$ cat config.mk
export PLATFORM = sky130hd
export DESIGN_NAME = temp_cal_sequencer
export DESIGN_NICKNAME = d
export VERILOG_FILES = /design/src/rtl/temp_cal_sequencer.sv
export SDC_FILE = /design/constraint.sdc
export NUM_CORES = 1
export LEC_CHECK = 0
export BUFFER_PORTS_ARGS = -buffer_cell sky130_fd_sc_hd__clkbuf_2
export CAP_MARGIN = 20
export CORE_MARGIN = 5
export CORE_UTILIZATION = 30
export CTS_BUF_LIST = sky130_fd_sc_hd__clkbuf_8
export DETAILED_ROUTE_END_ITERATION = 8
export GPL_ROUTABILITY_DRIVEN = 1
export HOLD_SLACK_MARGIN = 0.1
export PLACE_DENSITY = 0.54
export SLEW_MARGIN = 20
export SYNTH_ARGS = -nofsm -noshare
export SYNTH_HDL_FRONTEND = slang
export SYNTH_SLANG_ARGS = --single-unit
$ cat constraint.sdc
create_clock -name clk -period 5.4 [get_ports clk]
set_clock_uncertainty 0.15 [all_clocks]
set_input_delay 0 -clock clk [delete_from_list [all_inputs] [get_ports clk]]
set_output_delay 0 -clock clk [all_outputs]
set_load 0.005 [all_outputs]
$ cat src/rtl/temp_cal_sequencer.sv
// temp_cal_sequencer
//   Accepts raw sensor samples, computes sample * gain + bias with an
//   iterative shift-add multiplier (one gain bit per cycle), range-checks
//   the result and returns it over a valid/ready handshake. Owns the live
//   gain/bias calibration registers.
//
// Ports
//   clk, reset              : clock, synchronous active-high reset
//   cfg_write/gain/bias     : load new calibration values (any state)
//   sample_valid/ready/data : raw sample handshake
//   result_valid/ready/data : calibrated result handshake
//   result_low/high         : result <= LOW_LIMIT / >= HIGH_LIMIT
//   fault_count             : saturating count of delivered out-of-range results
//   busy                    : sequencer not idle
module temp_cal_sequencer #(
    parameter int DATA_WIDTH = 8,
    parameter int LOW_LIMIT  = 20,
    parameter int HIGH_LIMIT = 180
) (
    input  logic                      clk,
    input  logic                      reset,
    input  logic                      cfg_write,
    input  logic [DATA_WIDTH-1:0]     cfg_gain,
    input  logic [DATA_WIDTH-1:0]     cfg_bias,
    input  logic                      sample_valid,
    output logic                      sample_ready,
    input  logic [DATA_WIDTH-1:0]     sample_data,
    output logic                      result_valid,
    input  logic                      result_ready,
    output logic [2*DATA_WIDTH-1:0]   result_data,
    output logic                      result_low,
    output logic                      result_high,
    output logic [7:0]                fault_count,
    output logic                      busy
);

    localparam int RW = 2 * DATA_WIDTH;
    localparam int CW = (DATA_WIDTH > 1) ? $clog2(DATA_WIDTH) : 1;
    localparam logic [CW-1:0] LAST_BIT = CW'(DATA_WIDTH - 1);

    typedef enum logic [1:0] {
        IDLE   = 2'd0,
        MULT   = 2'd1,
        ADD    = 2'd2,
        RESULT = 2'd3
    } state_t;

    state_t state, state_next;

    logic [DATA_WIDTH-1:0] gain_reg, bias_reg;
    logic [DATA_WIDTH-1:0] work_sample, work_gain, work_bias;
    logic [RW-1:0]         acc;
    logic [CW-1:0]         cnt;
    logic                  accept, deliver;

    assign accept  = sample_valid && sample_ready;
    assign deliver = result_valid && result_ready;

    always_ff @(posedge clk) begin
        if (reset) state <= IDLE;
        else       state <= state_next;
    end

    always_comb begin
        state_next   = state;
        sample_ready = 1'b0;
        result_valid = 1'b0;
        busy         = 1'b1;
        case (state)
            IDLE: begin
                // Ready is masked during reset so no handshake is seen upstream.
                sample_ready = !reset;
                busy         = 1'b0;
                if (sample_valid) state_next = MULT;
            end
            MULT:   if (cnt == LAST_BIT) state_next = ADD;
            ADD:    state_next = RESULT;
            RESULT: begin
                result_valid = 1'b1;
                if (result_ready) state_next = IDLE;
            end
            default: state_next = IDLE;
        endcase
    end

    assign result_low  = (result_data <= RW'(LOW_LIMIT));
    assign result_high = (result_data >= RW'(HIGH_LIMIT));

    always_ff @(posedge clk) begin
        if (reset) begin
            gain_reg    <= DATA_WIDTH'(1);
            bias_reg    <= '0;
            work_sample <= '0;
            work_gain   <= '0;
            work_bias   <= '0;
            acc         <= '0;
            cnt         <= '0;
            result_data <= '0;
            fault_count <= '0;
        end else begin
            // Working copies are taken from the pre-write register values, so a
            // write on the acceptance edge only affects the following sample.
            if (cfg_write) begin
                gain_reg <= cfg_gain;
                bias_reg <= cfg_bias;
            end
            case (state)
                IDLE: if (accept) begin
                    work_sample <= sample_data;
                    work_gain   <= gain_reg;
                    work_bias   <= bias_reg;
                    acc         <= '0;
                    cnt         <= '0;
                end
                MULT: begin
                    if (work_gain[cnt]) acc <= acc + (RW'(work_sample) << cnt);
                    cnt <= cnt + CW'(1);
                end
                ADD: result_data <= acc + RW'(work_bias);
                RESULT: if (deliver && (result_low || result_high) && (fault_count != 8'hFF))
                    fault_count <= fault_count + 8'd1;
                default: ;
            endcase
        end
    end

endmodule
# Word-level counts from Yosys, hierarchy flattened
# Cells that the tools add are included.
[op_classes] add_sub_neg=4 magnitude_cmp=3 n_eq_ne=10 n_shift=1 mux=14 reduce_logical=13
[op_table] operator="two-way mux 16 bit" count=2
[op_table] operator="one-hot mux 16 bit (2 select lines)" count=1
[op_table] operator="adder 16 bit" count=1
[op_table] operator="adder 16 x 8 -> 16 bit" count=1
[op_table] operator=">= comparator 16 x 8 -> 1 bit, second input constant" count=1
[op_table] operator="less-or-equal comparator 16 x 5 -> 1 bit, second input constant" count=1
[op_table] operator="<< shifter 8 x 3 -> 16 bit" count=1
[op_table] operator="!= test 2 bit, second input constant" count=5
[op_table] operator="adder 8 x 1 -> 8 bit, second input constant" count=1
[op_table] operator="!= test 8 bit, second input constant" count=1
[op_table] operator="one-hot mux 2 bit (4 select lines)" count=1
[op_table] operator="two-way mux 2 bit" count=3
[op_table] operator="one-hot mux 3 bit (2 select lines)" count=1
[op_table] operator="AND reduction 2 bit" count=3
[op_table] operator="AND reduction 3 bit" count=2
[op_table] operator="equality test 2 bit, second input constant" count=2
[op_table] operator="logical AND 1 bit" count=4
[op_table] operator="< comparator 3 x 4 -> 1 bit, second input constant" count=1
[op_table] operator="two-way mux 1 bit" count=4
[op_table] operator="adder 3 x 1 -> 3 bit, second input constant" count=1
[op_table] operator="binary-select mux 1 bit (select 3 bit)" count=1
[op_table] operator="equality test 3 bit, second input constant" count=1
[op_table] operator="two-way mux 3 bit" count=1
[op_table] operator="equality test 2 x 1 -> 1 bit, second input constant" count=1
[op_table] operator="other kinds (4)" count=4
[word_totals] regBits=85 input_bits=29 output_inout_bits=29 elab_cells=55

# Depth between registers and ports, before layout
# Gate-level depths: netlist (run 1).
[logic_depth] word_depth=6 ltp_mapped=13 mapped_depth_nobuf=12

# Worst setup path before layout (run 1)
# Ideal clock, no wire load.
[synth_path] kind="flip-flop to flip-flop" startpoint="reg cnt[1]" endpoint="reg acc[15]" setup_ns=0.086 t_arrival_ns=2.975 t_required_ns=5.164 slack_ns=2.188 stages_incl_launch_ff=13 path_buffers=2 synth_period_minus_slack_ns=3.212 cell_sequence="dfxtp_1 > buf_4 > clkbuf_1 > mux2i_1 > mux2_2 > a21oi_1 > ha_1 > nand2_1 > or3_1 > o211ai_2 > nor4_1 > or4_4 > a221oi_2"
[synth_via] elab_chain_len=4 elab_cells_between_ends=8 cone_classes="1 x add/sub; 1 x eq/ne; 1 x shift; 4 x mux; 1 x reduce/logical"
[synth_rtl] item="from (decl)" line_no="53" text="logic [CW-1:0] cnt;"
[synth_rtl] item="from (signal assigned)" line_no="117" text="cnt <= cnt + CW'(1);"
[synth_rtl] item="<< shifter 8 x 3 -> 16 bit or binary-select mux 1 bit (select 3 bit) (tied branches)" line_no="116" text="if (work_gain[cnt]) acc <= acc + (RW'(work_sample) << cnt);"
[synth_rtl] item="adder 16 bit or two-way mux 1 bit (tied branches)" line_no="116"
[synth_rtl] item="two-way mux 16 bit or != test 2 bit (tied branches)"
[synth_rtl] item="one-hot mux 16 bit (2 select lines) or AND reduction 3 bit (tied branches)"
[synth_rtl] item="to (signal assigned)" line_no="116"
[synth_rtl] item="to (decl)" line_no="52" text="logic [RW-1:0] acc;"
# Several ways; a longest one is shown, not always the timed one. The select of a mux whose other input is x is not followed.
# A chain may end at the register's enable or synchronous reset.

# Worst setup path after layout (run 1)
# Same ends and word-level chain as after synthesis.

==> run summary, run 1 <==
Syn Nets -> 618
syn_area_per_cell -> 8.61 um^2
Avg WL per Cell -> 13.2 um
most common cell after layout, fill and taps aside -> dfxtp_1
Critical Path End Type -> flop
area occupied by registers -> 1700 um^2
diode count -> 0
DR DRC count -> 0
Vias -> 4062
Yosys reg bits -> 85
worst vdd ir -> 0.000147 V
gr ovfl total -> 0
clock sink total -> 85
setup TNS -> 0 ns
max frequency -> 270 MHz
largest family of logic cells by synthesized area -> simple AND/OR/NAND/NOR gates
Slew Viols, Final -> 0
cell total after placement -> 806
Top Ports -> 58
P_leak -> 2.39 nW
CP startpoint -> cnt[1]$_SDFFE_PP0P_
Req. time, crit path -> 5.53 ns
most frequent cells in the layout -> 85 x dfxtp_1, 76 x nor2_1, 57 x clkbuf_2
Worst Path Max Fanout -> 17
Post-Synth XOR/XNOR Area -> 4.93%
setup slack, reg-to-reg -> 1.70 ns
number of iterations in the first detailed-routing pass -> 4
antenna-violating nets left -> 0
DP Wirelength -> 8460 um
Setup CP Type -> reg -> reg
Post-Synth Adder-Cell Area -> 8.66%
Ys Warns -> 0
H-Tree Depth -> 3
initial DRC count -> 299
Worst EP arrival -> 3.83 ns
Post-synth EDFFs -> 0
cell area after synthesis -> 4800 um^2
Reg-to-Reg Start -> cnt[1]$_SDFFE_PP0P_
post-layout min period -> 3.70 ns
Pwr Density -> 328 nW/um^2
post-route insts no fill -> 850
relative slew slack -> 45.0%
Worst Hold Class -> in -> reg
core area -> 15800 um^2
largest registers -> acc x16, result_data x16
number of global-route vias before repair -> 4047
Area Overhead vs Synth -> 20.6%
Seq/Total Area, Yosys -> 35.5%
CTS tree -> done
nets -> 690
Post-synth ARST share -> 0%
RSZ-0062 raised after global routing -> false
clock slew at reported path FFs -> 0.10 ns
final WL -> 11200 um
area of the multi-input gates -> 2940 um^2
Final setup viols -> 0
largest net degree at the start of global routing -> 87
first-pass GRT wire length -> 19000 um
Final Hold Fails -> 0
HP Start -> cfg_write
number of buffers created by CTS -> 9
Cell variety after synth -> 60
antenna violations before repair -> 0
clock latency at the later pin of the worst-skew pair -> 0.38 ns
die height -> 136 um
# rows -> 46
Startpoint Class -> flop
Root Driver -> clkbuf_8
Via density -> 4.78
outcome -> completed
Core Util, Final -> 36.7%
Synth Instances -> 557
maxcap violations -> 0
worst-margin pin slew -> 0.826 ns
initial core utilization -> 30.4%
number of fillers in the final layout -> 1649
Synth Area in Simple Gates -> 21.2%
share of layout cells above drive strength 1 -> 15.1%
post-synthesis compound-gate area fraction -> 17.6%
die area -> 18600 um^2
gp weighted congestion -> 0.859
total track usage -> 12.7%
mux share of post-synthesis cell area -> 8.84%
post-route clock period utilization -> 68.6%
clk buf depth -> 2
DIE WIDTH -> 136 um
number of buffer cells added on primary ports -> 57
main flop type after synthesis -> dfxtp_1
## path summary, 6_finish.rpt
path                                             endpoint  cells past startpoint
worst max-delay path                 acc[15]$_SDFFE_PP0P_                     10
worst min-delay path             bias_reg[4]$_SDFFE_PP0P_                      3
worst min register to register  work_gain[3]$_SDFFE_PP0P_                      2
worst max register to register       acc[15]$_SDFFE_PP0P_                     10
## worst max-delay path, cell delays in order, from the launching register on
cell,delay (ns)
dfxtp_1,0.78
mux2_2,0.42
o21ai_0,0.24
mux2i_1,0.13
ha_1,0.37
nand2_1,0.12
or3_1,0.35
o211ai_2,0.20
nor4_1,0.09
or4_4,0.52
a221oi_2,0.23
## final cells by class
cell class | instances | area share (%)
multi-input cells | 431 | 50.8
flip-flops and latches | 85 | 29.4
repair buffers | 87 | 10.0
well taps | 216 | 4.67
clock buffers | 11 | 2.62
clock inverters | 5 | 1.53
inverters | 15 | 0.973
## power by group
group	total, mW	internal (mW)	switching [mW]
clock network	0.544	0.292	0.253
logic	0.586	0.258	0.328
registers	0.768	0.698	0.0703
total	1.90	1.25	0.651
## cell usage after synthesis (7+ instances only)
library cell  number  share of area, %
a21o_1             7               1.1
inv_1             13               1.0
dfxtp_1           85                35
xor2_1            16               2.9
nand2_1           45               3.5
a21oi_1           16               1.7
ha_1              30               7.8
clkbuf_1          17               1.3
nand2b_1          30               3.9
o21ai_0           36               3.8
nand3_1           11               1.1
mux2i_1           30               6.3
nor2_1            76               5.9
a211oi_1          15               2.3
xnor2_1           11               2.0
## kinds of logic after synthesis
kind of cell / after synthesis
mux: 38
simple gates: 210
flops: 85
buf+inv: 41
xor+xnor: 27
fa+ha+maj: 32
compound gates: 124
## metrics by stage
stage | worst slack [ns] | hold WS [ns] | power (mW) | cell area (um^2)
global route | 1.41 | 0.140 | 2.04 | 5790
floorplan | 2.19 | -0.118 | 1.17 | 4800
CTS | 1.66 | 0.104 | 1.93 | 5790
detailed placement | 1.69 | 0.0535 | 1.35 | 5270
global placement | 1.84 | 0.0568 | 1.34 | 5270
finish | 1.70 | 0.116 | 1.90 | 5790
## layer usage
metal  up-vias  GRT usage (%)  routed length (um)
met5         -              0                   0
met4         0           5.88                 259
met3        16           2.78                 423
met2        68           21.2                5230
met1      1848           15.6                5300
li1       2130              -                   -
## timing repair
| action | CTS | global route |
|---|---|---|
| gates resized for setup | 0 | 0 |
| setup buffers | 0 | 0 |
| hold endpoints to repair | 35 | 0 |
| hold buffers | 28 | 0 |
No activity file was read; power rests on OpenSTA's default activity.
==> run 2: changes to the inputs <==
--- a/config.mk
+++ b/config.mk
@@ -13,7 +13,7 @@
 export DETAILED_ROUTE_END_ITERATION = 8
 export GPL_ROUTABILITY_DRIVEN = 1
 export HOLD_SLACK_MARGIN = 0.1
-export PLACE_DENSITY = 0.54
+export PLACE_DENSITY = 0.55
 export SLEW_MARGIN = 20
 export SYNTH_ARGS = -nofsm -noshare
 export SYNTH_HDL_FRONTEND = slang
==> constraint.sdc (replaced) <==
create_clock -name clk -period 3.4 [get_ports clk]
set_clock_uncertainty 0.15 [all_clocks]
set_input_delay 0 -clock clk [delete_from_list [all_inputs] [get_ports clk]]
set_output_delay 0 -clock clk [all_outputs]
set_load 0.005 [all_outputs]
==> run summary, run 2 (synthesized netlist as in run 1, its figures left out) <==
most common cell after layout, fill and taps aside -> dfxtp_1
die area -> 18600 um^2 (unchanged)
Critical Path End Type -> flop
post-route clock period utilization -> 93.3% (+25 points)
Final setup viols -> 0 (unchanged)
Overall Power -> 3.11 mW (+64%)
nets -> 708 (+2.6%)
RSZ-0062 raised after global routing -> false
antenna-violating nets left -> 0 (unchanged)
share of layout cells above drive strength 1 -> 17.5% (+2.3 points)
Final Hold Fails -> 0 (unchanged)
Top Ports -> 58 (unchanged)
hold slack -> 0.133 ns (+0.0168 ns)
Startpoint Class -> flop
post-route insts no fill -> 868 (+2.1%)
maxcap violations -> 0 (unchanged)
number of buffers created by CTS -> 9 (unchanged)
# rows -> 46 (unchanged)
most frequent cells in the layout -> 83 x dfxtp_1, 76 x nor2_1, 57 x clkbuf_2
setup ws final -> 0.227 ns (-1.47 ns)
clock latency at the later pin of the worst-skew pair -> 0.37 ns (about the same)
Via density -> 4.84 (+1.3%)
Req. time, crit path -> 3.53 ns (-2.00 ns)
worst vdd ir -> 0.000241 V (+64%)
diode count -> 0 (unchanged)
setup slack, reg-to-reg -> 0.23 ns (-1.47 ns)
area occupied by registers -> 1700 um^2 (+0.15%)
Worst Path Max Fanout -> 6 (-11)
Slew Viols, Final -> 0 (unchanged)
number of buffer cells added on primary ports -> 57 (unchanged)
first-pass GRT wire length -> 20100 um (+5.5%)
Avg WL per Cell -> 13.7 um (+4.0%)
hold depth -> 3 (unchanged)
Core Util, Final -> 37.9% (+1.2 points)
gr ovfl total -> 0 (unchanged)
Reg-to-Reg Start -> cnt[1]$_SDFFE_PP0P_
max frequency -> 315 MHz (+17%)
final std cell area, no fill -> 5970 um^2 (+3.2%)
gp weighted congestion -> 0.911 (+6.1%)
Setup CP Type -> reg -> reg
DR DRC count -> 0 (unchanged)
placed cell area -> 5320 um^2 (+1.0%)
post-layout min period -> 3.17 ns (-0.529 ns)
final WL -> 11900 um (+6.2%)
Pwr Density -> 520 nW/um^2 (+59%)
initial core utilization -> 30.4% (unchanged)
setup TNS -> 0 ns (unchanged)
initial DRC count -> 265 (-11%)
clk buf depth -> 2 (unchanged)
DIE WIDTH -> 136 um (unchanged)
clock slew at reported path FFs -> 0.09 ns (about the same)
worst slack, placed -> 0.215 ns (-1.48 ns)
H-Tree Depth -> 3 (unchanged)
number of fillers in the final layout -> 1660 (+0.67%)
antenna violations before repair -> 0 (unchanged)
Hold EP -> bias_reg[4]$_SDFFE_PP0P_
outcome -> completed
area of the multi-input gates -> 2960 um^2 (+0.60%)
number of iterations in the first detailed-routing pass -> 4 (unchanged)
clock sink total -> 85 (unchanged)
number of global-route vias before repair -> 4154 (+2.6%)
P_leak -> 2.51 nW (+4.8%)
Area Overhead vs Synth -> 24.5%
Worst EP arrival -> 3.31 ns (-0.52 ns)
total track usage -> 13.4% (+0.71 points)
cell total after placement -> 813 (+0.87%)
core area -> 15800 um^2 (unchanged)
Worst Hold Class -> in -> reg
Vias -> 4200 (+3.4%)
Root Driver -> clkbuf_8
die height -> 136 um (unchanged)
largest registers -> acc x16, result_data x16
relative slew slack -> 33.5% (-11 points)
DP Wirelength -> 8820 um (+4.2%)
CTS tree -> done
HP Start -> cfg_write
largest net degree at the start of global routing -> 57 (-34%)
reg2reg end -> acc[15]$_SDFFE_PP0P_
worst-margin pin slew -> 0.998 ns (+0.172 ns)
R2R cell count -> 11 (+1)
-- run 2: cell types whose count changed in the layout (fill, tap and decap cells not counted), sizes merged --
cell | before | now
dlygate4sd3 | 28 | 34
clkinvlp | 0 | 1
bufinv | 2 | 3
clkinv | 1 | 0
buf | 2 | 14
clkbuf | 68 | 67
-- run 2: critical path, stage by stage, from the launching register on --
cell      delay, ns
dfxtp_2        0.36
buf_6          0.14
mux2i_2        0.24
mux2_2         0.21
o22ai_1        0.10
ha_1           0.38
inv_2          0.07
or3_1          0.38
o211ai_2       0.20
nor4_1         0.09
or4_4          0.52
a221oi_2       0.23
-- run 2: timing repair --
action / in CTS / in global routing
setup endpoints to repair: 0 / 4
gates resized for setup: 0 / 8
endpoints found under the hold margin: 31 / 0
hold buffers: 34 / 0
setup buffers: 0 / 4
-- run 2: metal layers --
layer,routed length (um),GRT usage (%),vias up
li1,-,-,2159
met5,0,0,-
met4,315,6.05,0
met3,345,2.37,22
met2,5610,22.3,70
met1,5640,16.9,1949
-- run 2: worst max path at each step --
stage	from	endpoint	slack [ns]	depth (start not counted)
floorplan	cnt[1]$_SDFFE_PP0P_	acc[15]$_SDFFE_PP0P_	0.19	12
global placement	cnt[1]$_SDFFE_PP0P_	acc[15]$_SDFFE_PP0P_	0.30	12
detailed placement	cnt[1]$_SDFFE_PP0P_	acc[15]$_SDFFE_PP0P_	0.21	12
CTS	cnt[1]$_SDFFE_PP0P_	acc[15]$_SDFFE_PP0P_	0.19	12
global route	cnt[1]$_SDFFE_PP0P_	acc[15]$_SDFFE_PP0P_	0.04	12
finish	cnt[1]$_SDFFE_PP0P_	acc[15]$_SDFFE_PP0P_	0.23	11
-- run 2: report_power, final --
part	leakage [nW]	total [mW]	internal, mW	switching [mW]
combinational	1.69	0.988	0.435	0.553
sequential	0.693	1.21	1.11	0.103
clock	0.125	0.908	0.516	0.392
total	2.51	3.11	2.06	1.05
-- run 2: area by class of cell --
type | count | share of cell area, %
Multi-Input combinational cell | 431 | 49.5
Sequential cell | 85 | 28.5
Timing Repair Buffer | 105 | 12.3
Tap cell | 216 | 4.52
Clock buffer | 10 | 2.30
Clock inverter | 6 | 1.97
Inverter | 15 | 0.942
==> run 3: changes to the inputs <==
--- a/config.mk
+++ b/config.mk
@@ -13,7 +13,7 @@
 export DETAILED_ROUTE_END_ITERATION = 8
 export GPL_ROUTABILITY_DRIVEN = 1
 export HOLD_SLACK_MARGIN = 0.1
-export PLACE_DENSITY = 0.55
+export PLACE_DENSITY = 0.54
 export SLEW_MARGIN = 20
 export SYNTH_ARGS = -nofsm -noshare
 export SYNTH_HDL_FRONTEND = slang
==> constraint.sdc (replaced) <==
create_clock -name clk -period 3.6 [get_ports clk]
set_clock_uncertainty 0.15 [all_clocks]
set_input_delay 0.36 -clock clk [delete_from_list [all_inputs] [get_ports clk]]
set_output_delay 0.36 -clock clk [all_outputs]
set_load 0.005 [all_outputs]
==> run summary, run 3 (synthesized netlist as in run 1, its figures left out) <==
outcome -> completed
Vias -> 4126 (-1.8%)
DP Wirelength -> 8750 um (-0.75%)
Worst Path Max Fanout -> 8 (+2)
setup TNS -> 0 ns (unchanged)
H-Tree Depth -> 3 (unchanged)
final WL -> 11400 um (-3.9%)
number of global-route vias before repair -> 4088 (-1.6%)
# rows -> 46 (unchanged)
R2R cell count -> 12 (+1)
Req. time, crit path -> 3.73 ns (+0.20 ns)
Final Hold Fails -> 0 (unchanged)
antenna violations before repair -> 0 (unchanged)
Startpoint Class -> flop
final std cell area, no fill -> 5760 um^2 (-3.6%)
Top Ports -> 58 (unchanged)
Via density -> 4.85 (+0.32%)
die height -> 136 um (unchanged)
clk buf depth -> 2 (unchanged)
hold slack -> 0.281 ns (+0.148 ns)
share of layout cells above drive strength 1 -> 15.6% (-1.9 points)
most common cell after layout, fill and taps aside -> dfxtp_1
Worst EP arrival -> 3.48 ns (+0.17 ns)
Setup CP Type -> reg -> reg
crit path max-delay cell type -> or4_4
Overall Power -> 2.77 mW (-11%)
Worst Hold Class -> in -> reg
number of iterations in the first detailed-routing pass -> 6 (+2)
DR DRC count -> 0 (unchanged)
placed cell area -> 5300 um^2 (-0.28%)
Critical Path End Type -> flop
post-layout min period -> 3.34 ns (+0.172 ns)
total track usage -> 12.9% (-0.50 points)
most frequent cells in the layout -> 84 x dfxtp_1, 76 x nor2_1, 57 x clkbuf_2
clock latency at the later pin of the worst-skew pair -> 0.37 ns (about the same)
Critical Path Max Stage Delay -> 0.52 ns (about the same)
relative slew slack -> 55.6% (+22 points)
DIE WIDTH -> 136 um (unchanged)
number of setup buffers added after CTS -> 0 (unchanged)
HP Start -> result_ready
gr ovfl total -> 0 (unchanged)
CTS tree -> done
max frequency -> 299 MHz (-5.1%)
worst-margin pin slew -> 0.663 ns (-0.336 ns)
Hold EP -> state[0]$_SDFFE_PP0P_
diode count -> 0 (unchanged)
reg2reg end -> acc[15]$_SDFFE_PP0P_
number of buffers created by CTS -> 9 (unchanged)
Root Driver -> clkbuf_8
initial core utilization -> 30.4% (unchanged)
worst-path cell chain -> buf_4 -> mux2i_1 -> o22ai_1 -> nand2_1 -> o21ai_0 -> ha_1 -> nand2_1 -> or3_1 -> o211ai_2 -> nor4_1 -> or4_4 -> a221oi_2
P_leak -> 2.39 nW (-4.5%)
largest net degree at the start of global routing -> 57 (unchanged)
clock sink total -> 85 (unchanged)
worst vdd ir -> 0.000206 V (-15%)
Avg WL per Cell -> 13.5 um (-1.9%)
setup slack, reg-to-reg -> 0.26 ns (+0.03 ns)
first-pass GRT wire length -> 19300 um (-3.8%)
post-route clock period utilization -> 92.9% (-0.41 points)
nets -> 691 (-2.4%)
core area -> 15800 um^2 (unchanged)
Reg-to-Reg Start -> cnt[1]$_SDFFE_PP0P_
hold depth -> 3 (unchanged)
Area Overhead vs Synth -> 20.1%
most used cell, CP -> nand2_1
clock slew at reported path FFs -> 0.08 ns (about the same)
gp weighted congestion -> 0.834 (-8.4%)
Final setup viols -> 0 (unchanged)
number of fillers in the final layout -> 1654 (-0.36%)
antenna-violating nets left -> 0 (unchanged)
largest registers -> acc x16, result_data x16
die area -> 18600 um^2 (unchanged)
maxcap violations -> 0 (unchanged)
Pwr Density -> 480 nW/um^2 (-7.7%)
initial DRC count -> 204 (-23%)
RSZ-0062 raised after global routing -> false
number of buffer cells added on primary ports -> 57 (unchanged)
Slew Viols, Final -> 0 (unchanged)
==> run 3: cell types whose count changed in the layout (fill, tap and decap cells not counted), moves of 2 or more <==
cell / delta
inv_1: +2
dlygate4sd3_1: -10
mux2i_1: +4
buf_4: -5
mux2i_2: -4
==> run 3: what timing repair did <==
item | CTS | global route
endpoints found under the hold margin | 24 | 0
gates resized for setup | 0 | 1
setup endpoints to repair | 0 | 1
hold buffers | 24 | 0
==> run 3: cell type report <==
| type | instances | area (um^2) | share of cell area, % |
|---|---|---|---|
| inverters | 15 | 56.3 | 0.977 |
| clock buffers | 10 | 138 | 2.39 |
| flip-flops and latches | 85 | 1700 | 29.6 |
| clock inverters | 5 | 76.3 | 1.32 |
| repair buffers | 88 | 578 | 10.0 |
| well taps | 216 | 270 | 4.69 |
| multi-input cells | 431 | 2940 | 51.0 |
==> run 3: where the power goes <==
part / switching, mW / internal, mW
logic: 0.505 / 0.373
registers: 0.101 / 1.05
clock network: 0.339 / 0.404
total: 0.944 / 1.82
==> run 3: how the worst max path moves through the flow <==
stage                           end  cells after the start  slack [ns]                start
6_report       acc[15]$_SDFFE_PP0P_                     12        0.26  cnt[1]$_SDFFE_PP0P_
4_1_cts        acc[15]$_SDFFE_PP0P_                      9        0.18  cnt[0]$_SDFFE_PP0P_
2_1_floorplan  acc[15]$_SDFFE_PP0P_                     12        0.39  cnt[1]$_SDFFE_PP0P_
5_1_grt        acc[15]$_SDFFE_PP0P_                     12        0.02  cnt[1]$_SDFFE_PP0P_
3_5_place_dp   acc[15]$_SDFFE_PP0P_                      9        0.22  cnt[0]$_SDFFE_PP0P_
3_3_place_gp   acc[15]$_SDFFE_PP0P_                      9        0.30  cnt[0]$_SDFFE_PP0P_
==> run 3: critical path: cells and delay by family, from the launching register on <==
family | cells | cell delay (ns)
AOI/OAI and AO/OA | 4 | 0.71
adders and majority gates | 1 | 0.38
buffers and inverters | 1 | 0.20
DFF | 1 | 0.41
muxes | 1 | 0.26
and+or+nand+nor | 5 | 1.14
==> run 3: metrics by stage <==
step,setup WS (ns),util [%],instances
2_1_floorplan,0.388,-,557
3_3_place_gp,0.304,33.6,811
3_5_place_dp,0.220,33.6,811
4_1_cts,0.175,36.5,850
5_1_grt,0.0203,36.5,850
6_report,0.255,36.5,850
==> run 3: routing by layer <==
| metal | track usage (%) | up-vias | routed length, um |
|---|---|---|---|
| met5 | 0 | - | 0 |
| met4 | 5.49 | 0 | 255 |
| met3 | 2.44 | 18 | 444 |
| met2 | 21.7 | 76 | 5320 |
| met1 | 16.2 | 1902 | 5420 |
| li1 | - | 2130 | - |
